<file path="config.mk">
export PLATFORM = sky130hd
export DESIGN_NAME = hangman_progress_flat
export DESIGN_NICKNAME = d
export VERILOG_FILES = /design/src/rtl/hangman_pkg.sv /design/src/rtl/hangman_progress_if.sv /design/src/rtl/hangman_guess_timer.sv /design/src/rtl/hangman_progress.sv /design/src/flat_wrapper.sv
export SDC_FILE = /design/constraint.sdc
export NUM_CORES = 1
export LEC_CHECK = 0
export ABC_AREA = 1
export BUFFER_PORTS_ARGS = -buffer_cell sky130_fd_sc_hd__buf_2
export CORE_ASPECT_RATIO = 0.9
export CORE_UTILIZATION = 35
export CTS_CLUSTER_SIZE = 30
export DETAILED_ROUTE_END_ITERATION = 7
export GPL_TIMING_DRIVEN = 0
export HOLD_SLACK_MARGIN = 0.15
export SYNTH_ARGS = -nofsm -noshare
export SYNTH_HDL_FRONTEND = slang
export SYNTH_SLANG_ARGS = --single-unit
export TNS_END_PERCENT = 1
</file>
<file path="constraint.sdc">
create_clock -name clk -period 3.9 [get_ports clk]
set_input_delay 0.195 -clock clk [delete_from_list [all_inputs] [get_ports clk]]
set_output_delay 0.195 -clock clk [all_outputs]
set_load 0.005 [all_outputs]
</file>
<file path="src/rtl/hangman_pkg.sv">
// Shared letter codes, FSM state encoding and default sizing for the hangman progress datapath.
package hangman_pkg;

    localparam int unsigned DEFAULT_WORD_LEN       = 5;
    localparam int unsigned DEFAULT_LETTER_W       = 5;
    localparam int unsigned DEFAULT_MAX_LIVES      = 6;
    localparam int unsigned DEFAULT_TIMEOUT_CYCLES = 500_000_000;

    localparam int unsigned NUM_LETTERS = 26;

    localparam logic [4:0] LETTER_A     = 5'd0;
    localparam logic [4:0] LETTER_Z     = 5'd25;
    localparam logic [4:0] LETTER_DUMMY = 5'b11111;

    typedef enum logic [2:0] {
        S_IDLE,
        S_PLAY,
        S_CHECK,
        S_WON,
        S_LOST
    } state_t;

    // One-hot used-letter bit for a code; codes past Z map to no bit at all.
    function automatic logic [NUM_LETTERS-1:0] letter_bit(input logic [4:0] code);
        logic [NUM_LETTERS-1:0] one;
        one = NUM_LETTERS'(1);
        return (code > LETTER_Z) ? '0 : (one << (code - LETTER_A));
    endfunction

endpackage

</file>
<file path="src/rtl/hangman_progress_if.sv">
// Guess/status bundle between control_letter (master) and hangman_progress (slave).
interface hangman_progress_if
    import hangman_pkg::*;
#(
    parameter int unsigned WORD_LEN = DEFAULT_WORD_LEN,
    parameter int unsigned LETTER_W = DEFAULT_LETTER_W
);

    logic                new_game;
    logic [WORD_LEN-1:0] active_mask;
    logic                guess_valid;
    logic [LETTER_W-1:0] guess;
    logic [WORD_LEN-1:0] hit_mask;

    logic                busy;
    logic [WORD_LEN-1:0] revealed;
    logic [2:0]          lives_left;
    logic                result_valid;
    logic                result_hit;
    logic                result_repeat;
    logic                result_bad;
    logic                won;
    logic                lost;

    modport master (
        output new_game, active_mask, guess_valid, guess, hit_mask,
        input  busy, revealed, lives_left, result_valid, result_hit,
               result_repeat, result_bad, won, lost
    );

    modport slave (
        input  new_game, active_mask, guess_valid, guess, hit_mask,
        output busy, revealed, lives_left, result_valid, result_hit,
               result_repeat, result_bad, won, lost
    );

endinterface

</file>
<file path="src/rtl/hangman_guess_timer.sv">
// Per-guess idle counter: pulses expire_o on the TIMEOUT_CYCLES-th enabled cycle since the last clear.
module hangman_guess_timer #(
    parameter int unsigned TIMEOUT_CYCLES = 500_000_000
) (
    input  logic clk,
    input  logic reset,
    input  logic clear_i,
    input  logic enable_i,
    output logic expire_o
);

    localparam int unsigned CW = (TIMEOUT_CYCLES > 1) ? $clog2(TIMEOUT_CYCLES) : 1;
    localparam logic [CW-1:0] LAST = CW'(TIMEOUT_CYCLES - 1);

    logic [CW-1:0] count_q;

    assign expire_o = enable_i && (count_q == LAST);

    always_ff @(posedge clk or posedge reset) begin
        if (reset) begin
            count_q <= '0;
        end else if (clear_i || !enable_i || expire_o) begin
            count_q <= '0;
        end else begin
            count_q <= count_q + CW'(1);
        end
    end

endmodule

</file>
<file path="src/rtl/hangman_progress.sv">
// Hangman round tracker: revealed mask, lives, used letters, win/lose FSM.
// Optional per-guess idle penalty enabled by defining HANGMAN_GUESS_TIMEOUT_EN.
module hangman_progress
    import hangman_pkg::*;
#(
    parameter int unsigned WORD_LEN       = DEFAULT_WORD_LEN,
    parameter int unsigned LETTER_W       = DEFAULT_LETTER_W,
    parameter int unsigned MAX_LIVES      = DEFAULT_MAX_LIVES,
    parameter int unsigned TIMEOUT_CYCLES = DEFAULT_TIMEOUT_CYCLES
) (
    input  logic              clk,
    input  logic              reset,
    hangman_progress_if.slave bus
);

    if (MAX_LIVES < 1 || MAX_LIVES > 7 || LETTER_W != 5 || TIMEOUT_CYCLES < 1) begin : g_bad_params
        $error("hangman_progress: MAX_LIVES must be 1..7, LETTER_W 5, TIMEOUT_CYCLES >= 1");
    end

    localparam logic [2:0] FULL_LIVES = 3'(MAX_LIVES);

    state_t                 state_q;
    logic [WORD_LEN-1:0]    revealed_q;
    logic [WORD_LEN-1:0]    active_q;
    logic [2:0]             lives_q;
    logic [NUM_LETTERS-1:0] used_q;
    logic                   busy_q;
    logic                   result_valid_q;
    logic                   result_hit_q;
    logic                   result_repeat_q;
    logic                   result_bad_q;
    logic                   won_q;
    logic                   lost_q;

    logic [NUM_LETTERS-1:0] letter;
    logic [WORD_LEN-1:0]    hits;
    logic [WORD_LEN-1:0]    revealed_d;
    logic [2:0]             lives_d;
    logic                   bad;
    logic                   rpt;
    logic                   new_hit;
    logic                   timer_expire;

    always_comb begin
        letter     = letter_bit(5'(bus.guess));
        bad        = (5'(bus.guess) > LETTER_Z);
        rpt        = |(used_q & letter);
        hits       = bus.hit_mask & active_q;
        revealed_d = revealed_q | hits;
        new_hit    = |(hits & ~revealed_q);
        lives_d    = (lives_q == 3'd0) ? 3'd0 : lives_q - 3'd1;
    end

`ifdef HANGMAN_GUESS_TIMEOUT_EN
    hangman_guess_timer #(
        .TIMEOUT_CYCLES(TIMEOUT_CYCLES)
    ) u_timer (
        .clk     (clk),
        .reset   (reset),
        .clear_i ((state_q != S_PLAY) || bus.new_game || bus.guess_valid),
        .enable_i(state_q == S_PLAY),
        .expire_o(timer_expire)
    );
`else
    assign timer_expire = 1'b0;
`endif

    // Result flags and busy are only ever set on the edge into S_CHECK, so they last exactly one cycle.
    always_ff @(posedge clk or posedge reset) begin
        if (reset) begin
            state_q         <= S_IDLE;
            revealed_q      <= '0;
            active_q        <= '0;
            lives_q         <= FULL_LIVES;
            used_q          <= '0;
            busy_q          <= 1'b0;
            result_valid_q  <= 1'b0;
            result_hit_q    <= 1'b0;
            result_repeat_q <= 1'b0;
            result_bad_q    <= 1'b0;
            won_q           <= 1'b0;
            lost_q          <= 1'b0;
        end else begin
            busy_q          <= 1'b0;
            result_valid_q  <= 1'b0;
            result_hit_q    <= 1'b0;
            result_repeat_q <= 1'b0;
            result_bad_q    <= 1'b0;
            if (bus.new_game) begin
                state_q    <= S_PLAY;
                revealed_q <= '0;
                active_q   <= bus.active_mask;
                lives_q    <= FULL_LIVES;
                used_q     <= '0;
                won_q      <= 1'b0;
                lost_q     <= 1'b0;
            end else begin
                unique case (state_q)
                    S_PLAY: begin
                        if (bus.guess_valid) begin
                            state_q         <= S_CHECK;
                            busy_q          <= 1'b1;
                            result_valid_q  <= 1'b1;
                            result_bad_q    <= bad;
                            result_repeat_q <= !bad && rpt;
                            if (!bad && !rpt) begin
                                used_q       <= used_q | letter;
                                revealed_q   <= revealed_d;
                                result_hit_q <= new_hit;
                                if (hits == '0) lives_q <= lives_d;
                            end
                        end else if (timer_expire) begin
                            state_q        <= S_CHECK;
                            busy_q         <= 1'b1;
                            result_valid_q <= 1'b1;
                            lives_q        <= lives_d;
                        end
                    end
                    S_CHECK: begin
                        if ((revealed_q & active_q) == active_q) begin
                            state_q <= S_WON;
                            won_q   <= 1'b1;
                        end else if (lives_q == 3'd0) begin
                            state_q <= S_LOST;
                            lost_q  <= 1'b1;
                        end else begin
                            state_q <= S_PLAY;
                        end
                    end
                    default: ;
                endcase
            end
        end
    end

    assign bus.busy          = busy_q;
    assign bus.revealed      = revealed_q;
    assign bus.lives_left    = lives_q;
    assign bus.result_valid  = result_valid_q;
    assign bus.result_hit    = result_hit_q;
    assign bus.result_repeat = result_repeat_q;
    assign bus.result_bad    = result_bad_q;
    assign bus.won           = won_q;
    assign bus.lost          = lost_q;

endmodule

</file>
<file path="src/flat_wrapper.sv">
// flat-port wrapper written by rule: the top's interface ports become plain ports
module hangman_progress_flat import hangman_pkg::*;
#(
    parameter int unsigned WORD_LEN       = DEFAULT_WORD_LEN,
    parameter int unsigned LETTER_W       = DEFAULT_LETTER_W,
    parameter int unsigned MAX_LIVES      = DEFAULT_MAX_LIVES,
    parameter int unsigned TIMEOUT_CYCLES = DEFAULT_TIMEOUT_CYCLES
)
  (clk, reset, bus_new_game, bus_active_mask, bus_guess_valid, bus_guess, bus_hit_mask, bus_busy, bus_revealed, bus_lives_left, bus_result_valid, bus_result_hit, bus_result_repeat, bus_result_bad, bus_won, bus_lost);
  hangman_progress_if #(.WORD_LEN(WORD_LEN), .LETTER_W(LETTER_W)) bus_i ();
  input  logic clk;
  input  logic reset;
  input wire logic [$bits(bus_i.new_game)-1:0] bus_new_game;
  input wire logic [$bits(bus_i.active_mask)-1:0] bus_active_mask;
  input wire logic [$bits(bus_i.guess_valid)-1:0] bus_guess_valid;
  input wire logic [$bits(bus_i.guess)-1:0] bus_guess;
  input wire logic [$bits(bus_i.hit_mask)-1:0] bus_hit_mask;
  output wire logic [$bits(bus_i.busy)-1:0] bus_busy;
  output wire logic [$bits(bus_i.revealed)-1:0] bus_revealed;
  output wire logic [$bits(bus_i.lives_left)-1:0] bus_lives_left;
  output wire logic [$bits(bus_i.result_valid)-1:0] bus_result_valid;
  output wire logic [$bits(bus_i.result_hit)-1:0] bus_result_hit;
  output wire logic [$bits(bus_i.result_repeat)-1:0] bus_result_repeat;
  output wire logic [$bits(bus_i.result_bad)-1:0] bus_result_bad;
  output wire logic [$bits(bus_i.won)-1:0] bus_won;
  output wire logic [$bits(bus_i.lost)-1:0] bus_lost;
  assign bus_i.new_game = bus_new_game;
  assign bus_i.active_mask = bus_active_mask;
  assign bus_i.guess_valid = bus_guess_valid;
  assign bus_i.guess = bus_guess;
  assign bus_i.hit_mask = bus_hit_mask;
  assign bus_busy = bus_i.busy;
  assign bus_revealed = bus_i.revealed;
  assign bus_lives_left = bus_i.lives_left;
  assign bus_result_valid = bus_i.result_valid;
  assign bus_result_hit = bus_i.result_hit;
  assign bus_result_repeat = bus_i.result_repeat;
  assign bus_result_bad = bus_i.result_bad;
  assign bus_won = bus_i.won;
  assign bus_lost = bus_i.lost;
  hangman_progress #(.WORD_LEN(WORD_LEN), .LETTER_W(LETTER_W), .MAX_LIVES(MAX_LIVES), .TIMEOUT_CYCLES(TIMEOUT_CYCLES)) u_core (.clk(clk), .reset(reset), .bus(bus_i));
endmodule
</file>
### Yosys cells after proc, flatten, opt, wreduce, memory -nomap -nowiden

Index checks and enable logic that the tools add are counted.

| word-level totals | value |
|---|---|
| register bits | 48 |
| latch bits | 0 |
| memory bits (writable) | 0 |
| memory bits (read-only) | 0 |
| bits of input ports | 19 |
| output and inout bits | 15 |
| word-level logic and storage cells | 87 |
| memories kept | 0 |

| operators by class | value |
|---|---|
| $add $sub $neg | 1 |
| multipliers | 0 |
| divide/modulo/power cells | 0 |
| order comparisons | 1 |
| equality and inequality tests | 5 |
| shift-type cells | 1 |
| muxes and demuxes | 40 |
| bitwise logic cells | 7 |
| reductions and logical operators | 21 |

Operators by type and width:

| operator | count |
|---|---|
| 26-bit two-way mux | 5 |
| 3-bit two-way mux | 10 |
| 26-bit AND | 1 |
| 26-bit OR | 1 |
| 26-bit OR reduction | 1 |
| 1-bit by 5-bit left shift with 26-bit output (first input constant) | 1 |
| 1-bit two-way mux | 20 |
| 5-bit two-way mux | 4 |
| 5-bit AND | 3 |
| 2-bit nonzero test | 7 |
| 3-bit one-hot mux with 2 select lines | 1 |
| 3-bit AND reduction | 2 |
| 5-bit == test | 1 |
| 5-bit > comparator (second input constant) | 1 |
| 5-bit logical NOT | 1 |
| 5-bit NOT | 1 |
| 5-bit OR | 1 |
| 5-bit OR reduction | 1 |
| 2-bit AND reduction | 2 |
| 4-bit AND reduction | 1 |
| 3-bit by 1-bit == test with 1-bit output (second input constant) | 1 |
| 3-bit by 2-bit == test with 1-bit output (second input constant) | 1 |
| 3-bit logical NOT | 1 |
| 3-bit inequality test (second input constant) | 1 |
| 5 further kinds | 7 |

### Depth between registers and ports, before layout

Gate-level depths: netlist (run 1).

| logic depth | value |
|---|---|
| depth in word-level cells | 10 |
| depth in mapped cells | 15 |
| gate-level depth less buffers | 13 |

### Worst setup path after synthesis (run 1)

No wires, ideal clock.

| timing | value |
|---|---|
| path type | input -> register |
| from | in bus_guess[1] |
| to | reg u_core.used_q[18] |
| setup time | 141 ps |
| data arrival time | 1378 ps |
| data required time | 3759 ps |
| slack | 2381 ps |
| stages on the path | 14 |
| path buffers | 2 |
| cells stage by stage | buf_6 -> nor2_2 -> nand2_1 -> nor2_1 -> nand2_1 -> nand2_1 -> inv_1 -> nand2_1 -> nor2_2 -> inv_2 -> nor2_4 -> buf_6 -> nand3_2 -> a21oi_1 |

| between the ends | value |
|---|---|
| cells in the longest elaborated chain, start to end | 8 |
| elaborated cells between the ends (all ways) | 15 |
| those cells by class | order compare (1); shift (1); mux (5); bitwise (2); reduce/logical (6) |

RTL lines:

| what | line | source |
|---|---|---|
| start: declaration | flat_wrapper.sv:16 | `input wire logic [$bits(bus_i.guess)-1:0] bus_guess;` |
| 5-bit > comparator / 1-bit by 5-bit left shift with 26-bit output (equally long branches) | hangman_pkg.sv:27, hangman_progress.sv:46 |  |
| 26-bit two-way mux | hangman_pkg.sv:27 | `return (code > LETTER_Z) ? '0 : (one << (code - LETTER_A));` |
| 26-bit AND | hangman_progress.sv:47 | `rpt = \|(used_q & letter);` |
| 26-bit OR reduction | hangman_progress.sv:47 |  |
| 1-bit logical NOT | hangman_progress.sv:106 | `if (!bad && !rpt) begin` |
| 1-bit logical AND | hangman_progress.sv:106 |  |
| 2-bit nonzero test (no source line) | -- |  |
| 3-bit AND reduction (no source line) | -- |  |
| end signal: assignment | hangman_progress.sv:107 | `used_q <= used_q \| letter;` |
| end: declaration | hangman_progress.sv:26 | `logic [NUM_LETTERS-1:0] used_q;` |

Several ways; a longest one is shown, not always the timed one. The select of a mux whose other input is x is not followed.
A chain may end at the register's enable or synchronous reset.

### Worst setup path in the final report (run 1)

| timing | value |
|---|---|
| from | reg u_core.state_q[1] |
| to | reg u_core.used_q[5] |

| between the ends | value |
|---|---|
| cells in the longest elaborated chain, start to end | 3 |

RTL lines:

| what | line | source |
|---|---|---|
| start: declaration | hangman_progress.sv:22 | `state_t state_q;` |
| start signal: assignment | hangman_progress.sv:71 | `state_q <= S_IDLE;` |
| start signal: assignment | hangman_progress.sv:90 | `state_q <= S_PLAY;` |
| start signal: assignment | hangman_progress.sv:101 | `state_q <= S_CHECK;` |
| 3-bit by 1-bit == test with 1-bit output | hangman_progress.sv:98 | `unique case (state_q)` |
| 2-bit nonzero test (no source line) | -- |  |
| 3-bit AND reduction (no source line) | -- |  |

No other way between the ends.

==> flow_summary.yaml, run 1 <==
synth:
  post_synth.cell_area_avg_um2: 7.373
  synth_fp_nets: 414
  synth.distinct_cells: 29
  synth.ff_latch_count: 48
  synth_cells: 393
  yosysWarningCount: 0
  sequential_share_of_the_synthesized_area_pct: 41.54
  syn_area_um2: 2898
sta:
  report.final.hold_viol_count: 0
  clock_skew_ns: 0.01018
  slew-limit-headroom_pct: 55.49
  finalSetupTns_ns: 0
  fmax_ghz: 0.5399
  final_min_period_over_clock_period_pct: 47.49
  maxSlewViolCount: 0
  rsz0062_at_grt: "no"
  transition_time_at_the_pin_with_the_least_slew_margin_ns: 0.6676
  shortest_clock_period_the_worst_path_allows_after_layout_ns: 1.852
  finalSetupViolCount: 0
critical_path:
  timing.reg2reg.setup_slack_ns: 2.05
  regToRegStartpoint: "u_core.state_q[1]"
  cp-end-kind: "register"
  crit_end: "u_core.used_q[5]"
  critPathRequiredTime_ns: 4.13
  timing.critical_path.fanout_max: 10
  path_class: "reg -> reg"
  critical_path_data_arrival_time_ns: 2.08
  timing.rr.end: "u_core.used_q[5]"
  critPathLaunch: "u_core.state_q[1]"
  r2r_cells: 6
  worstSetupStartpointType: "register"
clocking:
  cts_tree: "yes"
  clkTransAtPathRegs_ns: 0.09
  clock_latency_on_the_worst_skew_pair_ns: 0.31
  postCtsResizedCells: 0
  post-cts-setup-buffers: 0
  cts_max_level: 2
  cts.path.max_buffers: 2
  cts.sinks: 48
  cts.root.buffer_cell: "sky130_fd_sc_hd__clkbuf_8"
  cts-buffers-inserted: 5
layout:
  final_net_count: 456
  nFillCells: 822
  layout-drive-gt1-share_pct: 19.04
  postLayoutCellArea_um2: 3339
  final-instance-count-excl-fill: 535
  n_antenna_cell: 0
  final_cell_mix: "sky130_fd_sc_hd__nand2_1, sky130_fd_sc_hd__inv_1, sky130_fd_sc_hd__nor2_1, sky130_fd_sc_hd__dfrtp_1, sky130_fd_sc_hd__nand3_1"
  layout.cells.most_common: "sky130_fd_sc_hd__nand2_1"
  area_delta_synth_final_pct: 15.24
global_route:
  first_pass_grt_wire_length_um: 11940
  grt_start_max_net_pins: 37
  grt_use_total_pct: 17.49
  antenna_found_initial: 0
  vias_in_the_first_global_route: 2440
  grt-ovfl-total: 0
hold_path:
  hold_path.startpoint: "bus_guess[3]"
  min_path_type: "in -> reg"
floorplanning:
  full_die_area_um2: 8647
  initial_core_util_pct: 36.09
  floorplan.die.height_um: 88.32
  fp.coreArea_um2: 8029
  fp.dieW_um: 97.91
  io-pin-count: 34
  placementRows: 31
routing:
  first_pass_iters: 5
  detail_route.wl_per_cell_um: 13.31
  finalWirelength_um: 7123
  vias: 2658
  vias_per_cell: 4.968
  ant_nets: 0
  detail_route.drc_violations: 0
  dr.first_iter.drc_count: 140
placement:
  place.detailed.hpwl_um: 5290
  place.detailed.instances: 521
  postPlaceCellArea_um2: 3182
  port_buffers: 28
  place_congestion: 0.8960
run_status:
  status: "complete, no violations"
power:
  p_per_area_nw_per_um2: 307.8
  power_leakage_nw: 1.658
  total_power_mw: 1.028
  irDropWorstVdd_mv: 0.1825
flow_run:
  max_cap_viol_count: 0
[power by group]
group | switching [mW] | total [mW] | leakage (nW) | internal [mW]
Combinational | 0.115 | 0.174 | 0.969 | 0.0582
Sequential | 0.0138 | 0.532 | 0.645 | 0.518
Clock | 0.178 | 0.322 | 0.0434 | 0.144
Total | 0.307 | 1.03 | 1.66 | 0.721
[sequential cells by signal, summed over array words and instances (netlist names)]
register	flops
u_core.bus.revealed	5
u_core.state_q	3
u_core.bus.busy	1
u_core.bus.result_repeat	1
u_core.active_q	5
u_core.used_q	26
u_core.bus.lost	1
u_core.bus.result_bad	1
u_core.bus.result_hit	1
u_core.bus.lives_left	3
u_core.bus.won	1
[synthesized netlist by cell type]
library cell / count / area (um^2)
sky130_fd_sc_hd__nand4_2: 1 / 12.51
sky130_fd_sc_hd__o21a_1: 1 / 7.510
sky130_fd_sc_hd__dfstp_2: 2 / 52.55
sky130_fd_sc_hd__inv_2: 5 / 18.77
sky130_fd_sc_hd__ha_1: 2 / 25.02
sky130_fd_sc_hd__nor2_1: 53 / 198.9
sky130_fd_sc_hd__nand3_1: 37 / 185.2
sky130_fd_sc_hd__clkbuf_1: 8 / 30.03
sky130_fd_sc_hd__buf_4: 2 / 15.01
sky130_fd_sc_hd__o22ai_1: 3 / 18.77
sky130_fd_sc_hd__a211oi_1: 1 / 7.510
sky130_fd_sc_hd__dfrtp_1: 46 / 1151
sky130_fd_sc_hd__inv_4: 1 / 6.260
sky130_fd_sc_hd__nor2_2: 3 / 18.77
sky130_fd_sc_hd__a2111o_1: 1 / 11.26
sky130_fd_sc_hd__o21ai_0: 7 / 35.03
sky130_fd_sc_hd__nor4_1: 1 / 6.260
sky130_fd_sc_hd__a21oi_2: 5 / 43.79
sky130_fd_sc_hd__a21oi_1: 26 / 130.1
sky130_fd_sc_hd__nand3_2: 12 / 120.1
sky130_fd_sc_hd__nand2_4: 1 / 11.26
sky130_fd_sc_hd__buf_2: 2 / 10.01
sky130_fd_sc_hd__nor3_1: 10 / 50.05
sky130_fd_sc_hd__inv_1: 62 / 232.7
sky130_fd_sc_hd__buf_6: 9 / 101.4
sky130_fd_sc_hd__nand4_1: 17 / 106.4
sky130_fd_sc_hd__nand2_1: 73 / 274.0
sky130_fd_sc_hd__or2_2: 1 / 6.260
sky130_fd_sc_hd__nor2_4: 1 / 11.26
[how the worst min path moves through the flow]
stage                         end  slack (ns)  depth (start not counted)
2_1_floorplan  u_core.active_q[2]        0.31                          2
3_3_place_gp   u_core.active_q[3]        0.40                          3
3_5_place_dp    u_core.used_q[10]        0.16                          2
4_1_cts         u_core.used_q[18]        0.23                          4
5_1_grt           u_core.bus.busy        0.25                          3
6_report        u_core.used_q[18]        0.24                          4
[critical path, cell delays in order, from the launching register on]
cell and delay [ns]:
sky130_fd_sc_hd__dfrtp_1 0.39, sky130_fd_sc_hd__inv_1 0.07, sky130_fd_sc_hd__nand4_1 0.17, sky130_fd_sc_hd__nor2_1 0.33, sky130_fd_sc_hd__clkbuf_1 0.50, sky130_fd_sc_hd__nand3_1 0.16, sky130_fd_sc_hd__a21oi_1 0.15
[logic make-up (layout without fill, tap and decap cells)]
logic type / after synthesis / after routing / share of synthesized area, %
and+or+nand+nor: 210 / 210 / 34.54
buffers and inverters: 89 / 132 / 14.29
DFF: 48 / 48 / 41.54
AOI/OAI and AO/OA: 44 / 44 / 8.765
adders and majority gates: 2 / 2 / 0.8634
[per-layer routing]
| layer | GRT usage [%] | routed length, um | up-vias |
|---|---|---|---|
| li1 | - | - | 1332 |
| met1 | 25.48 | 3667 | 1244 |
| met2 | 26.38 | 3041 | 70 |
| met3 | 2.765 | 295 | 12 |
| met4 | 6.198 | 118 | 0 |
| met5 | 0 | 0 | - |
[stage by stage]
stage	util, %	hold WS [ns]	setup slack, ns
4_1_cts	41.59	0.2337	2.095
3_3_place_gp	39.38	0.3962	1.852
3_5_place_dp	39.63	0.1630	2.004
5_1_grt	41.59	0.2480	1.841
6_report	41.59	0.2434	2.048
2_1_floorplan	-	0.3075	2.381
[repair_timing]
action | 4_1_cts | 5_1_grt
endpoints found under the hold margin | 51 | 0
endpoints found under the setup margin | 0 | 0
hold buffers | 6 | 0
[layout make-up]
cell class / count / area [um^2] / share of cell area (%)
Inverter: 68 / 257.7 / 7.718
Clock inverter: 2 / 15.01 / 0.4496
Multi-Input combinational cell: 256 / 1280 / 38.33
Buffer: 21 / 156.4 / 4.683
Tap cell: 99 / 123.9 / 3.709
Sequential cell: 48 / 1204 / 36.04
Clock buffer: 6 / 82.58 / 2.473
Timing Repair Buffer: 35 / 220.2 / 6.594
No activity file was read; power rests on OpenSTA's default activity.
==> inputs of run 2 (changes only) <==
==> constraint.sdc (replaced) <==
create_clock -name clk -period 1.8 [get_ports clk]
set_input_delay 0.09 -clock clk [delete_from_list [all_inputs] [get_ports clk]]
set_output_delay 0.09 -clock clk [all_outputs]
set_load 0.005 [all_outputs]
==> run 2 against run 1 <==
Clock power rose by 120%; core utilization is 1.6 points higher; non-clock buffer count increased by 10; hold slack got worse by 0.094 ns; critical endpoint unchanged.
==> flow_summary.yaml, run 2 (synthesis gave the netlist of run 1 again) <==
run_status:
  status: "complete, no violations"
floorplanning:
  full_die_area_um2: 8647
  initial_core_util_pct: 36.09
  io-pin-count: 34
  fp.dieW_um: 97.91
  fp.coreArea_um2: 8029
  floorplan.die.height_um: 88.32
  placementRows: 31
layout:
  final-instance-count-excl-fill: 545
  final_cell_mix: "sky130_fd_sc_hd__nand2_1, sky130_fd_sc_hd__inv_1, sky130_fd_sc_hd__nor2_1, sky130_fd_sc_hd__dfrtp_1, sky130_fd_sc_hd__nand3_1"
  area_delta_synth_final_pct: 19.65
  layout.cells.most_common: "sky130_fd_sc_hd__nand2_1"
  final_net_count: 466
  register_ranked_first_by_flip_flop_count: "u_core.used_q"
  n_antenna_cell: 0
  postLayoutCellArea_um2: 3467
  largest_register_ff_count: 26
  layout-drive-gt1-share_pct: 21.30
placement:
  place_ws_ns: 0.008555
  port_buffers: 28
  place.detailed.instances: 521
  place.detailed.hpwl_um: 5290
  place_congestion: 0.8960
  postPlaceCellArea_um2: 3182
global_route:
  grt_start_max_net_pins: 37
  grt_use_total_pct: 17.66
  antenna_found_initial: 0
  grt-ovfl-total: 0
  vias_in_the_first_global_route: 2467
  first_pass_grt_wire_length_um: 12030
routing:
  detail_route.drc_violations: 0
  vias_per_cell: 4.967
  first_pass_iters: 4
  detail_route.wl_per_cell_um: 13.76
  finalWirelength_um: 7500
  dr.first_iter.drc_count: 181
  vias: 2707
  ant_nets: 0
power:
  p_per_area_nw_per_um2: 648.0
  power_leakage_nw: 1.719
  irDropWorstVdd_mv: 0.3936
critical_path:
  worstSetupStartpointType: "register"
  cp_slowest_stage_delay_ns: 0.39
  critical_path_data_arrival_time_ns: 1.93
  path_class: "reg -> reg"
  worstPathCellList: "nand4_1 -> inv_1 -> nor2_1 -> nand2_1 -> nor2_1 -> nand2_1 -> nor2_4 -> buf_4 -> clkbuf_4 -> nand3_1 -> a21oi_1"
  critPathRequiredTime_ns: 2.02
  cp_slowest_cell: "sky130_fd_sc_hd__dfrtp_1"
  timing.critical_path.fanout_max: 5
  cp-end-kind: "register"
sta:
  slew-limit-headroom_pct: 52.21
  final.hold.worst_slack_ns: 0.1493
  clock_skew_ns: 0.01157
  fmax_ghz: 0.5869
  rsz0062_at_grt: "yes"
  maxSlewViolCount: 0
  postLayoutSetupSlackWorst_ns: 0.09604
  report.final.hold_viol_count: 0
  finalSetupViolCount: 0
  transition_time_at_the_pin_with_the_least_slew_margin_ns: 0.7169
  finalSetupTns_ns: 0
  shortest_clock_period_the_worst_path_allows_after_layout_ns: 1.704
  final_min_period_over_clock_period_pct: 94.66
clocking:
  clock_latency_on_the_worst_skew_pair_ns: 0.31
  clkTransAtPathRegs_ns: 0.10
  cts_tree: "yes"
  cts_max_level: 2
  cts.root.buffer_cell: "sky130_fd_sc_hd__clkbuf_8"
  cts.sinks: 48
  cts-buffers-inserted: 5
  cts.path.max_buffers: 2
hold_path:
  min_path_type: "in -> reg"
flow_run:
  max_cap_viol_count: 0
## run 2: worst paths after layout
path,startpoint,to,slack [ns],depth (start not counted)
worst max-delay path,u_core.used_q[23],u_core.used_q[5],0.1,11
worst max register to register,u_core.used_q[23],u_core.used_q[5],0.1,11
min in group asynchronous,reset,u_core.used_q[10],0.26,3
worst min register to register,u_core.bus.lost,u_core.bus.lost,0.48,2
worst min-delay path,bus_hit_mask[3],u_core.bus.revealed[3],0.15,5
max in group asynchronous,reset,u_core.bus.lives_left[2],0.99,4
## run 2: layout make-up
class | count | area [um^2]
multi-input combinational | 256 | 1294
fill | 811 | 4562
clock inverter | 2 | 15.01
tap | 99 | 123.9
inverter | 68 | 257.7
buffer | 21 | 170.2
clock buffer | 6 | 82.58
timing repair buffer | 45 | 320.3
sequential | 48 | 1204
## run 2: metal layers
layer / global-route usage, % / vias to the layer above / share of wire, %
met5: 0 / - / 0
met4: 6.198 / 0 / 0.95
met3: 2.765 / 8 / 4.6
met2: 27.08 / 54 / 44
met1: 25.43 / 1296 / 50
li1: - / 1349 / -
## run 2: critical path: cells and delay by family (launching register included)
family	cells	cell delay [ns]
AND/OR/NAND/NOR	7	0.73
flip-flops	1	0.39
buffers and inverters	3	0.35
AO/OA/AOI/OAI	1	0.14
## run 2: through the flow
stage          power [mW]  util [%]
2_1_floorplan       1.418         -
3_3_place_gp        1.533     39.38
3_5_place_dp        1.542     39.63
4_1_cts             2.265     41.98
5_1_grt             2.359     43.18
6_report            2.246     43.18
## run 2: timing repair
item / in CTS / in global routing
buffers inserted: 0 / 5
gates cloned: 0 / 2
setup endpoints to repair: 3 / 20
pin swaps: 0 / 1
gates resized for setup: 1 / 8
endpoints found under the hold margin: 57 / 0
hold buffers: 9 / 0
## run 2: power by group
group	total [mW]	internal, mW	switching [mW]
logic	0.392	0.135	0.257
clock network	0.701	0.312	0.389
registers	1.15	1.12	0.0301
